### src/rtl/hack_data_mem.sv
// Data-side memory responder for a Hack-style CPU: register-file RAM plus
// memory-mapped output port, synchronized input port, cycle counter and status.
module hack_data_mem #(
    parameter int          DEPTH   = 16,
    parameter logic [14:0] IO_BASE = 15'h4000
) (
    input  logic        clk,
    input  logic        rst_n,
    input  logic [14:0] mem_addr_i,
    input  logic        mem_we_i,
    input  logic [15:0] mem_data_i,
    output logic [15:0] mem_data_o,
    input  logic [15:0] in_port_i,
    output logic [15:0] out_port_o,
    output logic        out_strobe_o,
    output logic [15:0] cycle_count_o
);

    localparam int          AW      = $clog2(DEPTH);
    localparam logic [14:0] DEPTH_A = 15'(DEPTH);
    localparam logic [14:0] OUT_A   = IO_BASE;
    localparam logic [14:0] IN_A    = IO_BASE + 15'd1;
    localparam logic [14:0] CNT_A   = IO_BASE + 15'd2;
    localparam logic [14:0] STAT_A  = IO_BASE + 15'd3;

    logic [15:0]   r_ram [DEPTH];
    logic [15:0]   r_outPort;
    logic          r_outStrobe;
    logic [15:0]   r_cycleCount;
    logic [15:0]   r_sync1;
    logic [15:0]   r_sync2;

    logic          w_ramHit;
    logic [AW-1:0] w_ramIdx;
    logic          w_outWrite;
    logic          w_cntWrite;
    logic [15:0]   w_readData;

    // Full 15-bit decode: addresses between DEPTH and IO_BASE never alias into RAM.
    assign w_ramHit   = (mem_addr_i < DEPTH_A);
    assign w_ramIdx   = mem_addr_i[AW-1:0];
    assign w_outWrite = mem_we_i && (mem_addr_i == OUT_A);
    assign w_cntWrite = mem_we_i && (mem_addr_i == CNT_A);

    always_ff @(posedge clk) begin
        if (!rst_n) begin
            for (int i = 0; i < DEPTH; i++) begin
                r_ram[i] <= '0;
            end
        end else if (mem_we_i && w_ramHit) begin
            r_ram[w_ramIdx] <= mem_data_i;
        end
    end

    always_ff @(posedge clk) begin
        if (!rst_n) begin
            r_outPort    <= '0;
            r_outStrobe  <= 1'b0;
            r_cycleCount <= '0;
            r_sync1      <= '0;
            r_sync2      <= '0;
        end else begin
            r_outStrobe <= w_outWrite;
            if (w_outWrite) begin
                r_outPort <= mem_data_i;
            end
            // A CPU load of the counter wins over the free-running increment.
            if (w_cntWrite) begin
                r_cycleCount <= mem_data_i;
            end else begin
                r_cycleCount <= r_cycleCount + 16'd1;
            end
            r_sync1 <= in_port_i;
            r_sync2 <= r_sync1;
        end
    end

    always_comb begin
        w_readData = 16'h0000;
        if (w_ramHit) begin
            w_readData = r_ram[w_ramIdx];
        end else begin
            unique case (mem_addr_i)
                OUT_A:   w_readData = r_outPort;
                IN_A:    w_readData = r_sync2;
                CNT_A:   w_readData = r_cycleCount;
                STAT_A:  w_readData = {15'b0, r_outStrobe};
                default: w_readData = 16'h0000;
            endcase
        end
    end

    assign mem_data_o    = w_readData;
    assign out_port_o    = r_outPort;
    assign out_strobe_o  = r_outStrobe;
    assign cycle_count_o = r_cycleCount;

endmodule

### config.mk
export PLATFORM = sky130hd
export DESIGN_NAME = hack_data_mem
export DESIGN_NICKNAME = d
export VERILOG_FILES = /design/src/rtl/hack_data_mem.sv
export SDC_FILE = /design/constraint.sdc
export NUM_CORES = 1
export LEC_CHECK = 0
export BUFFER_PORTS_ARGS = -buffer_cell sky130_fd_sc_hd__buf_2
export CAP_MARGIN = 20
export CORE_MARGIN = 3
export CORE_UTILIZATION = 30
export DETAILED_ROUTE_END_ITERATION = 8
export GPL_ROUTABILITY_DRIVEN = 0
export HOLD_SLACK_MARGIN = 0.1
export SKIP_LAST_GASP = 1
export SYNTH_ARGS = -nofsm -noshare
export SYNTH_HDL_FRONTEND = slang
export SYNTH_SLANG_ARGS = --single-unit
### constraint.sdc
create_clock -name clk -period 5.25 [get_ports clk]
set_input_delay 0.2625 -clock clk [delete_from_list [all_inputs] [get_ports clk]]
set_output_delay 0.2625 -clock clk [all_outputs]
set_load 0.02 [all_outputs]
==> flow_metrics.env <==
export IMPL_slew_viol_final=0
export IMPL_syn_inst=1108
export IMPL_rows=80
export IMPL_dieArea_sq_mm=0.05173
export IMPL_dpl_hpwl_microns=28540
export IMPL_slew_headroom_pct=30.85
export IMPL_cts_root_buf="clkbuf_16"
export IMPL_post_route_min_period_ns=3.229
export IMPL_cts_tree="built"
export IMPL_grt_max_degree=61
export IMPL_ff2ff_setup_slack_ns=3.68
export IMPL_reg2reg_from="cycle_count_o[3]$_SDFF_PN0_"
export IMPL_diodes=0
export IMPL_drtAntennaViolNets=0
export IMPL_drc_errors=0
export IMPL_synth_cell_types=43
export IMPL_synth_top_cell_area_share_pct=52.26
export IMPL_tns_ns=0
export IMPL_maxCapViolCount=0
export IMPL_status="finished, final reports clean"
export IMPL_p_per_area_mw_per_mm2=329.8
export IMPL_antenna_found_initial=0
export IMPL_die_h_microns=227.4
export IMPL_finalHoldViolations=0
export IMPL_cts_repair_resized=0
export IMPL_drive_gt1_share_pct=21.89
export IMPL_syn_cell_area_sq_mm=0.01471
export IMPL_finalSetupViolations=0
export IMPL_io_pins=99
export IMPL_hp_class="in2reg"
export IMPL_first_pass_iters=6
export IMPL_worst_hold_startpoint="mem_data_i[1]"
export IMPL_clk_path_buf_depth=3
export IMPL_p_leak_nw=6.118
export IMPL_multi_input_area_sq_mm=0.005296
export IMPL_cts_buffers=35
export IMPL_start_util_pct=30.62
export IMPL_crit_path_start_kind="primary input"
export IMPL_drt_iter0_drc=1271
export IMPL_path_class="in2out"
export IMPL_die_width_microns=227.4
export IMPL_grt_pass1_vias=9406
export IMPL_grt_overflow=0
export IMPL_coreArea_sq_mm=0.04805
export IMPL_syn_num_nets=1159
export IMPL_cp_data_required_time_ns=4.99
export IMPL_tightest_slew_ns=1.037
export IMPL_ys_ff_latch=321
export IMPL_r2r_cells=4
export IMPL_yosys_top_cells_area="edfxtp_1 52%, and2_1 12%, dfxtp_1 8.8%"
export IMPL_synth_top_area_cell="edfxtp_1"
export IMPL_routed_wl_microns=42820
export IMPL_path_clk_slew_ns=0.06
export IMPL_end_kind="output port"
export IMPL_areaGrowthSynthToFinish_pct=16.84
export IMPL_avgViaCountPerCell=5.274
export IMPL_ys_warn_count=0
export IMPL_cp_max_fo=41
export IMPL_fill_cells=4570
export IMPL_synth_edf_count=256
export IMPL_ys_seq_area_share_pct=61.10
export IMPL_finalCritPeriodShare_pct=61.50
export IMPL_synth_area_per_cell_sq_um=13.28
export IMPL_cts_htree_levels=2
export IMPL_fin_nets=1258
export IMPL_hold_depth=3
export IMPL_r2r_end="cycle_count_o[11]$_SDFF_PN0_"
export IMPL_ys_flop_type="edfxtp_1"
export IMPL_finClkSkew_ns=0.007483
export IMPL_clock_sinks=321
export IMPL_clk_latency_ns=0.52
export IMPL_async_flop_share_pct=0
export IMPL_num_vias=9726
export IMPL_fmax_mhz=309.7
export IMPL_portBuffers=98
export IMPL_cp_arrival_ns=2.97
export IMPL_grt_total_usage_pct=16.35
export IMPL_drt_wirelength_per_cell_microns=23.22
export IMPL_hold_end="cycle_count_o[1]$_SDFF_PN0_"
export IMPL_fin_cells=1844
export IMPL_rsz0062_at_grt="no"
export IMPL_grt_pass1_wl_microns=62830
export IMPL_regArea_sq_mm=0.008989
export IMPL_dp_cells=1767
export IMPL_ir_drop_mv=0.1818
## flip-flops by register name, indices dropped and copies added (netlist names)
register       cells
r_sync2           16
out_port_o        16
r_ram            256
cycle_count_o     16
out_strobe_o       1
r_sync1           16
## cell usage after synthesis (21+ instances only)
cell,number
a21oi_1,28
a22oi_1,46
and2_1,291
clkbuf_1,60
dfxtp_1,65
edfxtp_1,256
inv_1,21
mux2i_1,32
mux4_2,49
nand2_1,22
nand3_1,26
o21ai_0,43
## kinds of logic (layout without fill, tap and decap cells)
logic type                 Yosys count  in the layout  synth area share, %
AOI/OAI and AO/OA                  166            166                7.493
xor gates and xnor gates            14             14               0.8335
adders and majority gates            1              1              0.08504
buffers and inverters              110            231                3.181
DFF                                321            321                61.10
muxes                               81             81                9.679
and+or+nand+nor                    415            415                17.62
## per-layer routing
layer / part of all wire, % / global-route usage, %
met1: 44 / 24.02
met2: 46 / 24.93
met3: 7.4 / 2.424
met4: 3.0 / 5.283
met5: 0 / 0
## per-stage QoR
| step | setup WS, ns | area (sq um) | hold WS [ns] | power [mW] | utilization (%) |
|---|---|---|---|---|---|
| after floorplan | 2.070 | 14710 | 0.3898 | 3.138 | - |
| after global placement | 2.007 | 15880 | 0.4148 | 3.296 | 33.05 |
| after detailed placement | 1.902 | 15890 | 0.4200 | 3.300 | 33.07 |
| after CTS | 2.010 | 17150 | 0.1633 | 5.697 | 35.70 |
| after global routing | 1.885 | 17190 | 0.1993 | 5.831 | 35.77 |
| final | 2.021 | 17190 | 0.1683 | 5.668 | 35.77 |
## critical path, cell delays in order
cell      delay, ns
buf_4          0.56
buf_4          0.52
mux4_2         0.55
a211oi_1       0.61
a22oi_1        0.22
buf_2          0.22
## how the worst max path moves through the flow
stage	from	endpoint
after global placement	mem_addr_i[0]	mem_data_o[6]
after floorplan	mem_addr_i[5]	r_ram[12][0]$_SDFFCE_PN0P_
final	mem_addr_i[0]	mem_data_o[6]
after global routing	mem_addr_i[0]	mem_data_o[6]
after CTS	mem_addr_i[0]	mem_data_o[6]
after detailed placement	mem_addr_i[5]	r_ram[1][15]$_SDFFCE_PN0P_
## where the power goes
part | switching [mW] | leakage (nW) | internal (mW)
sequential | 0.0387 | 2.96 | 2.85
combinational | 0.236 | 2.61 | 0.134
clock | 0.983 | 0.550 | 1.42
## cells in the final DEF, fill, tap and decap left out, types with 21 or more instances in the layout
cell type	instances
a21oi_1	28
nand2_1	22
o21ai_0	31
a22oi_1	46
nand3_1	26
and2_1	291
clkbuf_16	37
mux2i_1	32
buf_4	37
buf_2	97
inv_1	21
mux4_2	49
dfxtp_1	65
edfxtp_1	256
## layout make-up
| cell class | instances | share of cell area, % |
|---|---|---|
| flip-flops and latches | 321 | 52.30 |
| multi-input cells | 677 | 30.81 |
| clock buffers | 47 | 5.802 |
| repair buffers | 151 | 5.533 |
| well taps | 615 | 4.477 |
| clock inverters | 12 | 0.6188 |
| inverters | 21 | 0.4586 |
## timing repair
item | in CTS | in global routing
hold buffers | 16 | 0
endpoints found under the hold margin | 16 | 0
setup buffers | 0 | 0
No activity file was read; power rests on OpenSTA's default activity.
